`config.mk`:
```
export PLATFORM = sky130hd
export DESIGN_NAME = div_sequencer
export DESIGN_NICKNAME = d
export VERILOG_FILES = /design/src/rtl/div_sequencer.sv
export SDC_FILE = /design/constraint.sdc
export NUM_CORES = 1
export LEC_CHECK = 0
export BUFFER_PORTS_ARGS = -buffer_cell sky130_fd_sc_hd__buf_4
export CORE_ASPECT_RATIO = 1.2
export CORE_MARGIN = 2
export CORE_UTILIZATION = 30
export DETAILED_ROUTE_END_ITERATION = 7
export SLEW_MARGIN = 30
export SYNTH_ARGS = -nofsm -noshare
export SYNTH_HDL_FRONTEND = slang
export SYNTH_SLANG_ARGS = --single-unit
```
`constraint.sdc`:
```
create_clock -name clk -period 15.81 [get_ports clk]
set_clock_uncertainty 0.05 [all_clocks]
set_input_delay 4.743 -clock clk [delete_from_list [all_inputs] [get_ports clk]]
set_output_delay 4.743 -clock clk [all_outputs]
set_load 0.01 [all_outputs]
```
`src/rtl/div_sequencer.sv`:
```
// div_sequencer: multi-cycle radix-2 restoring divider for RV32M DIV/DIVU/REM/REMU (DIV_EARLY_OUT_EN enables START-state early out)
module div_sequencer #(
  parameter int DATA_W  = 32,
  parameter int RADDR_W = 5
) (
  input  logic               clk,
  input  logic               rst,
  input  logic               start_i,
  input  logic [2:0]         op_i,
  input  logic [DATA_W-1:0]  dividend_i,
  input  logic [DATA_W-1:0]  divisor_i,
  input  logic [RADDR_W-1:0] reg_waddr_i,
  input  logic               flush_i,
  output logic               hold_o,
  output logic               busy_o,
  output logic               ready_o,
  output logic [DATA_W-1:0]  result_o,
  output logic               reg_we_o,
  output logic [RADDR_W-1:0] reg_waddr_o
);
  localparam int CW = $clog2(DATA_W);
  typedef enum logic [1:0] {S_IDLE, S_START, S_CALC, S_END} state_t;
  state_t             state;
  logic [1:0]         op_q;
  logic [DATA_W-1:0]  a_q, b_q, dvd, rem, quot, result_q;
  logic [RADDR_W-1:0] rd_q, waddr_q;
  logic [CW-1:0]      cnt;
  logic               sa, sb, ge, early;
  logic [DATA_W-1:0]  abs_a, abs_b, fin;
  logic [DATA_W:0]    trial;
  // magnitudes, trial subtraction, and the sign-corrected / divide-by-zero final result
  always_comb begin
    sa = !op_q[0] && a_q[DATA_W-1];
    sb = !op_q[0] && b_q[DATA_W-1];
    abs_a = sa ? -a_q : a_q;
    abs_b = sb ? -b_q : b_q;
    trial = {rem, dvd[DATA_W-1]} - {1'b0, abs_b};
    ge = !trial[DATA_W];
    fin = (b_q == '0) ? (op_q[1] ? a_q : '1) : op_q[1] ? (sa ? -rem : rem) : ((sa ^ sb) ? -quot : quot);
`ifdef DIV_EARLY_OUT_EN
    early = (b_q == '0) || (abs_a < abs_b);
`else
    early = 1'b0;
`endif
  end
  assign busy_o      = state != S_IDLE;
  assign ready_o     = state == S_END && !flush_i;
  assign reg_we_o    = ready_o;
  assign result_o    = state == S_END ? fin : result_q;
  assign reg_waddr_o = state == S_END ? rd_q : waddr_q;
  assign hold_o      = !rst && (state == S_IDLE ? start_i && !flush_i : state != S_END);
  // sequencer: accept, form magnitudes, iterate, then commit the result on END unless flushed
  always_ff @(posedge clk or posedge rst) begin
    if (rst) begin
      state    <= S_IDLE;
      op_q     <= '0;
      a_q      <= '0;
      b_q      <= '0;
      rd_q     <= '0;
      dvd      <= '0;
      rem      <= '0;
      quot     <= '0;
      cnt      <= '0;
      result_q <= '0;
      waddr_q  <= '0;
    end else if (state != S_IDLE && flush_i) begin
      state <= S_IDLE;
    end else begin
      case (state)
        S_IDLE: if (start_i && !flush_i) begin
          op_q  <= op_i[1:0];
          a_q   <= dividend_i;
          b_q   <= divisor_i;
          rd_q  <= reg_waddr_i;
          state <= S_START;
        end
        S_START: begin
          dvd   <= abs_a;
          rem   <= early ? abs_a : '0;
          quot  <= '0;
          cnt   <= CW'(DATA_W - 1);
          state <= early ? S_END : S_CALC;
        end
        S_CALC: begin
          rem   <= ge ? trial[DATA_W-1:0] : {rem[DATA_W-2:0], dvd[DATA_W-1]};
          dvd   <= dvd << 1;
          quot  <= {quot[DATA_W-2:0], ge};
          cnt   <= cnt - 1'b1;
          state <= cnt == '0 ? S_END : S_CALC;
        end
        default: begin
          result_q <= fin;
          waddr_q  <= rd_q;
          state    <= S_IDLE;
        end
      endcase
    end
  end
endmodule

```
==> flow_summary.json <==
{
  "status": "finished, final reports clean",
  "detail-route-antenna-nets": 0,
  "portBuffers": 115,
  "clock_latency_ps": 560,
  "grt_pass1_wl_um": 61300,
  "postSynthAreaPerCell_um2": 8.91,
  "ys_types": 67,
  "yosys.area.top_type_share_pct": 38.1,
  "initial_utilization_pct": 30.3,
  "detail_route.wl_per_cell_um": 16.7,
  "synth-xor-area-share_pct": 9.04,
  "routed_wl_um": 37700,
  "setup_viol": 0,
  "grt_pass1_vias": 11357,
  "r2r_cells": 19,
  "synth_area_um2": 13900,
  "synth_nets": 1672,
  "relSlewSlack_pct": 38.5,
  "cts-hold-fix-buffers": 0,
  "vias": 11415,
  "htreeDepth": 1,
  "ys_seq_area_share_pct": 38.1,
  "maxCapViolCount": 0,
  "synth_edf_count": 0,
  "vdd_drop_max_uv": 77.8,
  "place_hpwl_um": 27600,
  "async_flop_share_pct": 100,
  "finalMaxSlewViolations": 0,
  "synth_top_cell_by_area": "dfrtp_1",
  "cts_tree": "done",
  "p_sw_mw": 1.29,
  "p_int_mw": 1.74,
  "crit_type": "primary input to primary output",
  "cts-root-buf": "clkbuf_16",
  "io_pins": 117,
  "rows": 86,
  "routabilityCongestion": 0.872,
  "synth_seq_cells": 211,
  "post-place-ws_ps": 5540,
  "synth.area.mux_share_pct": 12.1,
  "synth.top_cells.by_count": "nand2_1, dfrtp_1, mux2_2",
  "die_w_um": 200,
  "core-area_um2": 45700,
  "cts.reportedPaths.clkPinSlew_ps": 60,
  "fp.dieH_um": 239,
  "setup_ws_ps": 5520,
  "fin_crit_sh_pct": 65.1,
  "required_ps": 11020,
  "swShare_pct": 42.6,
  "arrival_ps": 5500,
  "finalSetupTns_ps": 0,
  "viasPerCell": 5.06,
  "synth_top_family_by_area": "simple AND/OR/NAND/NOR gates",
  "synth_area_leaders": "dfrtp_1, mux2_2, nand2_1",
  "firstDrtPassIters": 7,
  "synth_compound_area_share_pct": 16.3,
  "netlist_instances": 1554,
  "power_frac_seq_pct": 30.6,
  "post-route-min-period_ps": 10290,
  "synth_most_common_cell": "nand2_1",
  "finalHoldViolations": 0,
  "drive_gt1_share_pct": 19.6,
  "remaining_drc_errors": 0,
  "grt_util_met1_pct": 20.7,
  "rsz0062_at_grt": "false",
  "synthAdderAreaFrac_pct": 3.85,
  "synth_simple_gate_area_share_pct": 16.9,
  "finalPower_mw": 3.02,
  "pwr-share-comb_pct": 48.2,
  "dr.first_iter.drc_count": 675,
  "grt_max_degree": 83,
  "yosys_warnings": 0,
  "nets": 1738,
  "p_leak_nw": 7.29,
  "end_kind": "primary output",
  "grt-ovfl-total": 0,
  "worst_slew_pin_slew_ps": 922,
  "top_usage_layer": "met2",
  "dieArea_um2": 47900,
  "hold_depth": 2,
  "cp_max_fo": 4,
  "grt_use_total_pct": 15.6,
  "cp-start-kind": "primary input",
  "antenna_cells": 0,
  "synth_ff_type": "dfrtp_1",
  "cts_buffer_depth": 3,
  "hold_class": "flip-flop to flip-flop",
  "postCtsSetupBuffers": 0,
  "fill_cells": 4686,
  "multi_input_area_um2": 8110,
  "cts.sinks": 211,
  "fmax_ghz": 0.0972,
  "cts-resized-gates": 0,
  "power_density_nw_per_um2": 187,
  "area_growth_pct": 17.1,
  "seq_area_um2": 5280,
  "antenna_found_initial": 0,
  "cts-buffers-inserted": 26,
  "grtUsageMet2_pct": 26.7,
  "met3_usage_pct": 1.86,
  "pwr-share-clk_pct": 21.2
}
## stage by stage
step | instance area [um2] | hold slack, ps | util [%] | instances
floorplan | 13900 | 399 | - | 1554
global placement | 15200 | 412 | 33.3 | 2207
detailed placement | 15300 | 420 | 33.4 | 2208
CTS | 16200 | 432 | 35.4 | 2256
global route | 16200 | 462 | 35.5 | 2256
finish | 16200 | 431 | 35.5 | 2256
## state kept, by name (all words and copies together) (netlist names)
signal,cells
a_q,32
b_q,32
dvd,32
quot,32
rem,32
result_q,32
cnt,5
rd_q,5
waddr_q,5
op_q,2
state,2
## routing by layer
metal  up-vias  part of all wire (%)
met5         -                     0
met4         0                   2.6
met3        52                   4.2
met2       227                    48
met1      5481                    46
li1       5655                     -
## cell type report
cell class,instances,area share (%)
Clock buffer,36,4.62
Clock inverter,12,1.06
Inverter,34,0.833
Multi-Input combinational cell,1217,50.0
Sequential cell,211,32.6
Tap cell,616,4.75
Timing Repair Buffer,130,6.17
## layout by cell type, fill, tap and decap left out, types with 24 or more instances in the layout
cell,instances
xnor2_1,61
dfrtp_1,211
a21oi_1,116
nand2_1,215
inv_1,33
ha_1,39
nand3_1,58
nor2_1,102
mux2_2,128
buf_4,128
o21ai_0,121
xor2_1,81
clkbuf_16,27
mux2i_1,24
nor3_1,31
## kinds of logic after synthesis
group	after synthesis
simple gates	503
compound gates	377
flops	211
mux	152
xor+xnor	143
buf+inv	126
fa+ha+maj	42
## final timing paths
path	from	end	slack, ps
max in group asynchronous	rst	a_q[10]	10210
hold / removal	result_q[20]	result_q[20]	430
min in group asynchronous	rst	rd_q[3]	4230
hold reg to reg	result_q[20]	result_q[20]	430
setup reg to reg	b_q[0]	rem[1]	10460
setup / recovery	flush_i	hold_o	5520
## worst max-delay path, stage by stage
cell      delay (ps)
buf_4            120
inv_1            130
a21oi_1          140
a211oi_1         200
buf_4            160
## power groups by stage
stage	combinational [mW]	clock [mW]	sequential, mW
3_3_place_gp	1.43	0	0.926
6_report	1.46	0.641	0.925
5_1_grt	1.63	0.684	0.959
2_1_floorplan	1.10	0	0.856
3_5_place_dp	1.46	0	0.935
4_1_cts	1.47	0.660	0.927
No activity file was read; power rests on OpenSTA's default activity.
